**src/rtl/core_seq_pkg.sv**
```systemverilog
// Shared types and sizes for the core_sequencer issue controller.
package core_seq_pkg;

   localparam int INSTR_W   = 16;   // Core instruction width
   localparam int DUMP_W    = 20;   // Core write-back record {data[15:0], rd[3:0]}
   localparam int RES_DEPTH = 2;    // result buffer entries (also the issue credit limit)

   // Opcode field of a Core instruction, instr[15:12].
   typedef enum logic [3:0] {
      OP_ADD  = 4'h1,
      OP_SUB  = 4'h2,
      OP_ADDI = 4'h9
   } opcode_t;

endpackage

```
**src/rtl/seq_fifo.sv**
```systemverilog
// Synchronous first-word fall-through FIFO. The head is visible on dout
// whenever the FIFO is non-empty and reads as zero when it is empty.
// Push while full is accepted only if a pop happens in the same cycle.
module seq_fifo #(
   parameter int  WIDTH = 16,
   parameter int  DEPTH = 4,
   localparam int AW    = $clog2(DEPTH),
   localparam int CW    = $clog2(DEPTH + 1)
) (
   input  logic             clock,
   input  logic             reset_n,
   input  logic             push,
   input  logic [WIDTH-1:0] din,
   input  logic             pop,
   output logic [WIDTH-1:0] dout,
   output logic             full,
   output logic             empty,
   output logic [CW-1:0]    count
);

   logic [WIDTH-1:0] mem_q [DEPTH];
   logic [WIDTH-1:0] mem_d [DEPTH];
   logic [AW-1:0]    wr_ptr_q, wr_ptr_d;
   logic [AW-1:0]    rd_ptr_q, rd_ptr_d;
   logic [CW-1:0]    count_q, count_d;
   logic             do_push, do_pop;

   assign full  = (count_q == CW'(DEPTH));
   assign empty = (count_q == '0);
   assign count = count_q;
   assign dout  = empty ? '0 : mem_q[rd_ptr_q];

   // Next-state for storage, pointers and occupancy.
   always_comb begin
      // NOTE: every signal gets a default before any condition so no latch is inferred.
      mem_d    = mem_q;
      wr_ptr_d = wr_ptr_q;
      rd_ptr_d = rd_ptr_q;
      count_d  = count_q;
      do_pop   = pop && !empty;
      do_push  = push && (!full || do_pop);
      if (do_push) begin
         mem_d[wr_ptr_q] = din;
         wr_ptr_d        = wr_ptr_q + 1'b1;
      end
      if (do_pop) begin
         rd_ptr_d = rd_ptr_q + 1'b1;
      end
      case ({do_push, do_pop})
         2'b10:   count_d = count_q + 1'b1;
         2'b01:   count_d = count_q - 1'b1;
         default: count_d = count_q;
      endcase
   end

   // Control state register with synchronous active-low reset.
   always_ff @(posedge clock) begin
      // NOTE: sequential state uses non-blocking assignments so every flop samples pre-edge values.
      if (!reset_n) begin
         wr_ptr_q <= '0;
         rd_ptr_q <= '0;
         count_q  <= '0;
      end else begin
         wr_ptr_q <= wr_ptr_d;
         rd_ptr_q <= rd_ptr_d;
         count_q  <= count_d;
      end
   end

   // Storage array update.
   always_ff @(posedge clock) begin
      // NOTE: storage is not reset; empty masks dout, so stale entries are never observed.
      mem_q <= mem_d;
   end

endmodule

```
**src/rtl/core_sequencer.sv**
```systemverilog
// Instruction issue controller for the 16-bit Core. Buffers host
// instructions, issues at most one per cycle under a 2-record credit, and
// captures each Core write-back record into a 2-entry result FIFO.
// Optional perf counters are compiled in with `define CORE_SEQ_PERF_EN.
module core_sequencer
   import core_seq_pkg::*;
#(
   parameter int DEPTH = 4
) (
   input  logic               clock,
   input  logic               reset_n,
   input  logic               in_valid,
   input  logic [INSTR_W-1:0] in_instr,
   output logic               in_ready,
   output logic               core_instr_valid,
   output logic [INSTR_W-1:0] core_instr,
   input  logic [DUMP_W-1:0]  core_reg_dump,
   output logic               out_valid,
   output logic [DUMP_W-1:0]  out_data,
   input  logic               out_ready,
`ifdef CORE_SEQ_PERF_EN
   output logic [15:0]        perf_issued,
   output logic [15:0]        perf_stall,
`endif
   output logic               busy
);

   localparam int ICW = $clog2(DEPTH + 1);
   localparam int RCW = $clog2(RES_DEPTH + 1);

   logic               ififo_full, ififo_empty;
   logic [ICW-1:0]     ififo_count;
   logic [INSTR_W-1:0] ififo_head;
   logic               rfifo_full, rfifo_empty;
   logic [RCW-1:0]     rfifo_count;
   logic               inflight_q, inflight_d;
   logic               ipush, rpop, issue;
   logic [2:0]         credit_used;

   // Reset gates in_ready so the host cannot push while reset is held.
   assign in_ready         = reset_n && !ififo_full;
   assign ipush            = in_valid && in_ready;
   assign out_valid        = !rfifo_empty;
   assign core_instr_valid = issue;
   assign core_instr       = ififo_head;
   assign busy             = (ififo_count != '0) || inflight_q || (rfifo_count != '0);

   seq_fifo #(.WIDTH(INSTR_W), .DEPTH(DEPTH)) u_ififo (
      .clock   (clock),
      .reset_n (reset_n),
      .push    (ipush),
      .din     (in_instr),
      .pop     (issue),
      .dout    (ififo_head),
      .full    (ififo_full),
      .empty   (ififo_empty),
      .count   (ififo_count)
   );

   seq_fifo #(.WIDTH(DUMP_W), .DEPTH(RES_DEPTH)) u_rfifo (
      .clock   (clock),
      .reset_n (reset_n),
      .push    (inflight_q),
      .din     (core_reg_dump),
      .pop     (rpop),
      .dout    (out_data),
      .full    (rfifo_full),
      .empty   (rfifo_empty),
      .count   (rfifo_count)
   );

   // Credit check: records held plus the one in flight, less the one leaving now.
   always_comb begin
      rpop        = out_valid && out_ready;
      credit_used = 3'(rfifo_count) + 3'(inflight_q) - 3'(rpop);
      issue       = !ififo_empty && (credit_used < 3'(RES_DEPTH));
      inflight_d  = issue;
   end

   // In-flight flag: one cycle wide, marks the cycle whose reg_dump is captured.
   always_ff @(posedge clock) begin
      if (!reset_n) begin
         inflight_q <= 1'b0;
      end else begin
         inflight_q <= inflight_d;
      end
   end

   // The credit rule must keep the result FIFO from overflowing.
   rfifo_no_overflow: assert property (@(posedge clock) disable iff (!reset_n)
      !(inflight_q && rfifo_full && !rpop));

`ifdef CORE_SEQ_PERF_EN
   logic [15:0] perf_issued_q, perf_issued_d;
   logic [15:0] perf_stall_q, perf_stall_d;

   // Free-running wrap-around counters of issue and stall cycles.
   always_comb begin
      perf_issued_d = perf_issued_q + 16'(issue);
      perf_stall_d  = perf_stall_q + 16'(!ififo_empty && !issue);
   end

   // Perf counter registers.
   always_ff @(posedge clock) begin
      if (!reset_n) begin
         perf_issued_q <= '0;
         perf_stall_q  <= '0;
      end else begin
         perf_issued_q <= perf_issued_d;
         perf_stall_q  <= perf_stall_d;
      end
   end

   assign perf_issued = perf_issued_q;
   assign perf_stall  = perf_stall_q;
`endif

endmodule

```
**config.mk**
```make
export PLATFORM = sky130hd
export DESIGN_NAME = core_sequencer
export DESIGN_NICKNAME = d
export VERILOG_FILES = /design/src/rtl/core_seq_pkg.sv /design/src/rtl/seq_fifo.sv /design/src/rtl/core_sequencer.sv
export SDC_FILE = /design/constraint.sdc
export NUM_CORES = 1
export LEC_CHECK = 0
export ABC_AREA = 1
export ABC_CLOCK_PERIOD_IN_PS = 7360
export BUFFER_PORTS_ARGS = -buffer_cell sky130_fd_sc_hd__buf_2
export CAP_MARGIN = 40
export CORE_MARGIN = 2
export CORE_UTILIZATION = 54
export CTS_CLUSTER_DIAMETER = 120
export CTS_CLUSTER_SIZE = 16
export DETAILED_ROUTE_END_ITERATION = 8
export GPL_ROUTABILITY_DRIVEN = 0
export PLACE_DENSITY = 0.77
export SYNTH_ARGS = -nofsm -noshare
export SYNTH_HDL_FRONTEND = slang
export SYNTH_SLANG_ARGS = --single-unit
```
**constraint.sdc**
```tcl
create_clock -name clock -period 7.36 [get_ports clock]
set_input_delay 0.368 -clock clock [delete_from_list [all_inputs] [get_ports clock]]
set_output_delay 0.368 -clock clock [all_outputs]
set_load 0.02 [all_outputs]
```
# [Yosys cells after proc, flatten, opt, wreduce, memory -nomap -nowiden]
# Index checks and enable logic that the tools add are counted.
[word_totals] word_cells=80 reg_bits=116 in_bits=40 output_inout_bits=40
[classes] n_reduce_logical=24 add_sub_neg=10 muxes=16 magnitude_cmp=7 bitwise_logic=4 eq_ne=6
[op_table] cell="$mux 20" count=5
[op_table] cell="$bwmux 64" count=1
[op_table] cell="$mux 16" count=4
[op_table] cell="$bwmux 40" count=1
[op_table] cell="$bmux 16 s2" count=1
[op_table] cell="$demux 16 s2" count=1
[op_table] cell="$demux 20 s1" count=1
[op_table] cell="$logic_and 1x1->1" count=10
[op_table] cell="$add 2x1->2 const B" count=3
[op_table] cell="$eq 2x2->1 const B" count=3
[op_table] cell="$ge 3x3->1 const B" count=2
[op_table] cell="$not 2->3" count=2
[op_table] cell="$pmux 3 s2" count=1
[op_table] cell="$reduce_bool 2->1" count=3
[op_table] cell="$eq 2x1->1 const B" count=2
[op_table] cell="$ge 2x2->1 const B" count=2
[op_table] cell="$logic_not 1->1" count=4
[op_table] cell="$logic_or 1x1->1" count=4
[op_table] cell="$not 1->2" count=2
[op_table] cell="$pmux 2 s2" count=1
[op_table] cell="$add 2x1->3" count=1
[op_table] cell="$add 3x1->3 const B" count=1
[op_table] cell="$eq 3x3->1 const B" count=1
[op_table] cell="$logic_not 3->1" count=1
[op_table] cell="9 further kinds" count=10

# [Longest topological paths before layout]
[logic_depth] ltp_word=11 ltp_mapped=17 depth_no_buf=17

# [Modules after synthesis]
# Synthesis repeated with hierarchy kept, for this count alone.
[hier_totals] cells_unflattened=424 hier_area_um2=4854.7
[by_module_without_submodules] mod="seq_fifo at u_ififo" cells_per_inst=258 area_each_um2=2985.4 instances=1
[by_module_without_submodules] mod="seq_fifo at u_rfifo" cells_per_inst=142 area_each_um2=1712.9 instances=1
[by_module_without_submodules] mod="core_sequencer" cells_per_inst=24 area_each_um2=156.4 instances=1

# [Worst setup path after synthesis]
# Ideal clock, no wire load.
[synth_timing] path_kind="reg2reg" start="register u_rfifo.count_q[1], in the netlist u_rfifo.count[1]" end="register u_ififo.count_q[2], in the netlist u_ififo.count[2]" arrival_ns=3.148 n_path_buf=0 required_time_ns=7.241 path_stages_with_launch=16 setup_ns=0.119 path_slack_ns=4.093 cell_sequence="dfxtp_1 -> nor2_1 -> nor2_1 -> ha_1 -> or2_2 -> fa_1 -> a21boi_0 -> nand3_1 -> inv_1 -> ha_1 -> inv_1 -> fa_1 -> nand2_1 -> nand3_1 -> o21ai_0 -> a21oi_1"
[synth_via] elab_chain_len=11 word_cells_on_any_way=14 cone_classes="add/sub (2); order compare (1); eq/ne (2); mux (1); reduce/logical (8)"
[synth_rtl] element="from (decl)" line_no="seq_fifo.sv:25" source="logic [CW-1:0] count_q, count_d;"
[synth_rtl] element="from (signal assigned)" line_no="seq_fifo.sv:66" source="count_q <= count_d;"
[synth_rtl] element="parallel branches: the longest is 3 deep, another holds $add 2x1->3"
[synth_rtl] element="$sub 3x1->3 (*)" line_no="core_sequencer.sv:75" source="credit_used = 3'(rfifo_count) + 3'(inflight_q) - 3'(rpop);"
[synth_rtl] element="$lt 3x2->1 (*)" line_no="core_sequencer.sv:76" source="issue = !ififo_empty && (credit_used < 3'(RES_DEPTH));"
[synth_rtl] element="$logic_and 1x1->1 (*)" line_no="core_sequencer.sv:76"
[synth_rtl] element="net core_instr_valid" line_no="core_sequencer.sv:15" source="output logic core_instr_valid,"
[synth_rtl] element="$logic_and 1x1->1 (*)" line_no="seq_fifo.sv:40" source="do_pop = pop && !empty;"
[synth_rtl] element="$logic_or 1x1->1" line_no="seq_fifo.sv:41" source="do_push = push && (!full || do_pop);"
[synth_rtl] element="$logic_and 1x1->1" line_no="seq_fifo.sv:41"
[synth_rtl] element="$eq 2x1->1 or $eq 2x2->1 (tied branches)" line_no="seq_fifo.sv:49" source="case ({do_push, do_pop})"
[synth_rtl] element="$pmux 3 s2 or $reduce_bool 2->1 (tied branches)"
[synth_rtl] element="to (signal assigned)" line_no="seq_fifo.sv:66"
[synth_rtl] element="to (decl)" line_no="seq_fifo.sv:25"
# Mark *: on every way through the listed nets, which the timed path passes.
# A chain may end at the register's enable or synchronous reset.

# [Worst setup path in the final report]
[layout_timing] start="register u_rfifo.count_q[1], in the netlist u_rfifo.count[1]" end="register u_ififo.count_q[2], in the netlist u_ififo.count[2]"
[layout_via] elab_chain_len=11 word_cells_on_any_way=14 cone_classes="add/sub (2); order compare (1); eq/ne (2); mux (1); reduce/logical (8)"
[layout_rtl] element="parallel branches: the longest is 3 deep, another holds $add 2x1->3"
[layout_rtl] element="$sub 3x1->3 (*)" line_no="core_sequencer.sv:75"
[layout_rtl] element="$lt 3x2->1 (*)" line_no="core_sequencer.sv:76"
[layout_rtl] element="$logic_and 1x1->1 (*)" line_no="core_sequencer.sv:76"
[layout_rtl] element="$logic_and 1x1->1 (*)" line_no="seq_fifo.sv:40"
[layout_rtl] element="$logic_or 1x1->1" line_no="seq_fifo.sv:41"
[layout_rtl] element="$logic_and 1x1->1" line_no="seq_fifo.sv:41"
[layout_rtl] element="$eq 2x1->1 or $eq 2x2->1 (tied branches)" line_no="seq_fifo.sv:49"
[layout_rtl] element="$pmux 3 s2 or $reduce_bool 2->1 (tied branches)"
# Every way passes the cells marked *.

==> impl_metrics.json <==
{
  "post-place-cells": 576,
  "met1_usage_pct": 24.4,
  "clockBufferDepth": 2,
  "p_total_w": 0.00244,
  "setup_viol": 0,
  "clock_latency_ns": 0.51,
  "top_usage_layer": "met2",
  "nets": 536,
  "rows": 34,
  "layout_common_cells": "edfxtp_1, buf_2, nor2_1",
  "cp_slowest_cell": "fa_1",
  "startpoint_type": "flip-flop",
  "clock-sinks": 116,
  "fin_skew_ns": 0.0107,
  "cts_max_level": 4,
  "postLayoutCellArea_mm2": 0.00584,
  "pin_count": 80,
  "die_h_um": 97.7,
  "place_hpwl_um": 5610,
  "synth.avg_cell_area_um2": 11.9,
  "cts_made_buffers": 17,
  "initial_core_util_pct": 54.9,
  "portBuffers": 79,
  "die-area_mm2": 0.00954,
  "grt_pass1_wl_um": 15100,
  "first_iter_violations": 146,
  "crit_type": "reg -> reg",
  "fmax_mhz": 277,
  "groute.layer.met3.usage_pct": 7.48,
  "slew_violations": 0,
  "synth-edff-count": 104,
  "outcome": "finished clean",
  "crit_required_ns": 7.75,
  "num_antenna_cells": 0,
  "grt_overflow": 0,
  "postCtsSetupRepairBufs": 0,
  "max_stage_delay_ns": 0.53,
  "instances_no_fill": 608,
  "synthCells": 399,
  "netlist_area_mm2": 0.00474,
  "firstDrtPassIters": 5,
  "routed_wl_um": 9370,
  "slew-limit-headroom_pct": 40.7,
  "area_growth_pct": 23.2,
  "drv_cap": 0,
  "ys_seq_area_share_pct": 71.0,
  "yosysWarnings": 0,
  "antenna_found_initial": 0,
  "tightest_slew_ns": 0.888,
  "fp.coreArea_mm2": 0.00864,
  "vias": 3203,
  "ir_drop_mv": 0.252,
  "setup_tns_ns": 0,
  "clk_pin_slew_worst_paths_ns": 0.06,
  "cts-root-buf": "clkbuf_8",
  "track_usage_pct": 20.8,
  "drc_errors": 0,
  "power.leakage_nw": 2.31,
  "synth_flop_cell": "edfxtp_1",
  "crit_arrival_ns": 4.00,
  "min_path_type": "in -> reg",
  "holdBufCountCts": 0,
  "cts_tree": "done",
  "cts.repair.resized": 0,
  "synth_cell_types": 24,
  "finalCriticalPeriod_ns": 3.61,
  "avgRoutedWirePerCell_um": 15.4,
  "die_w_um": 97.7,
  "synth-seq-cells": 116,
  "powerDensity_mw_per_mm2": 418,
  "end_kind": "flip-flop",
  "syn_nets": 448,
  "drive_above_1_share_pct": 25.2,
  "hold_viol": 0,
  "grt_pass1_vias": 3242,
  "ant_nets": 0,
  "path_max_fanout": 5,
  "layout_commonest_cell": "edfxtp_1",
  "grt_use_met2_pct": 35.0,
  "grt_max_degree": 37,
  "viasPerCell": 5.27,
  "grt_setup_unrepaired": "false",
  "rrSetupSlack_ns": 3.75,
  "cp_cell_sequence": "nor2_1, nor2_1, ha_1, or2_2, fa_1, a21boi_0, nand3_1, inv_1, ha_1, inv_1, fa_1, nand2_1, nand3_1, o21ai_0, a21oi_1",
  "async_flop_share_pct": 0,
  "finalCritPeriodShare_pct": 49.0,
  "placed_area_mm2": 0.00521
}
## cell usage after synthesis (2+ instances only)
cell type	number	area share [%]
fa_1	2	0.84
dfxtp_1	12	5.1
clkbuf_2	2	0.21
o21ai_0	10	1.1
nor2_1	80	6.3
inv_2	3	0.24
inv_1	21	1.7
edfxtp_1	104	66
nand3_1	9	0.95
inv_4	2	0.26
buf_8	2	0.63
buf_2	8	0.84
ha_1	7	1.8
buf_4	2	0.32
a21oi_1	44	4.6
buf_6	4	0.95
nand3_2	2	0.42
o21ai_1	29	3.1
nand2_1	51	4.0
## where the power goes
group / switching (W) / internal (W)
logic: 0.000507 / 0.000233
registers: 0.0000528 / 0.000789
clock network: 0.000276 / 0.000581
total: 0.000836 / 0.00160
## final cells by class
class                           count  area [um2]
Clock buffer                       18         418
Multi-Input combinational cell    239        1140
Tap cell                          108         135
Timing Repair Buffer               87         470
Inverter                           26         103
Fill cell                         607        2800
Sequential cell                   116        3360
Clock inverter                     14         209
## logic make-up (layout without fill, tap and decap cells)
family                     Yosys count  after routing  share of synthesized area (%)
adders and majority gates            9              9                           2.69
buffers and inverters               44            145                           5.12
DFF                                116            116                           71.0
xor gates and xnor gates             1              1                          0.185
AOI/OAI and AO/OA                   85             85                           9.06
and+or+nand+nor                    144            144                           12.0
## metal layers
layer  vias to the layer above  routed length, um
met3                        10                467
met1                      1536               3880
met5                         -                  0
met4                         0                103
li1                       1558                  -
met2                        99               4920
## worst paths after layout
kind / start / endpoint / depth (start not counted)
worst max-delay path: u_rfifo.count[1]$_SDFFE_PN0P_ / u_ififo.count[2]$_SDFFE_PN0P_ / 15
worst max register to register: u_rfifo.count[1]$_SDFFE_PN0P_ / u_ififo.count[2]$_SDFFE_PN0P_ / 15
worst min-delay path: core_reg_dump[16] / u_rfifo.mem_q[16]$_DFFE_PP_ / 1
worst min register to register: u_ififo.count[0]$_SDFFE_PN0P_ / u_ififo.count[0]$_SDFFE_PN0P_ / 1
## critical path: cells and delay by family, from the launching register on
family          cells  cell delay (ns)
simple gates        6             0.98
compound gates      3             0.48
fa+ha+maj           4             1.38
buf+inv             2             0.22
flops               1             0.45
## per-stage QoR
stage                     utilization, %  worst slack [ns]  hold slack (ns)
after floorplan                        -              4.09            0.422
after global placement              60.0              4.11            0.436
after detailed placement            60.3              3.96            0.460
after CTS                           67.6              3.76           0.0314
after global routing                67.6              3.52           0.0159
final                               67.6              3.75           0.0453
## registers in the layout, summed over array words and instances, names as in the netlist
signal	count
u_ififo.mem_q	64
u_rfifo.count	2
u_rfifo.mem_q	40
u_ififo.rd_ptr_q	2
u_rfifo.rd_ptr_q	1
u_rfifo.wr_ptr_q	1
u_ififo.count	3
u_ififo.wr_ptr_q	2
inflight_q	1
Note: power is estimated with default switching activity, not from simulation.
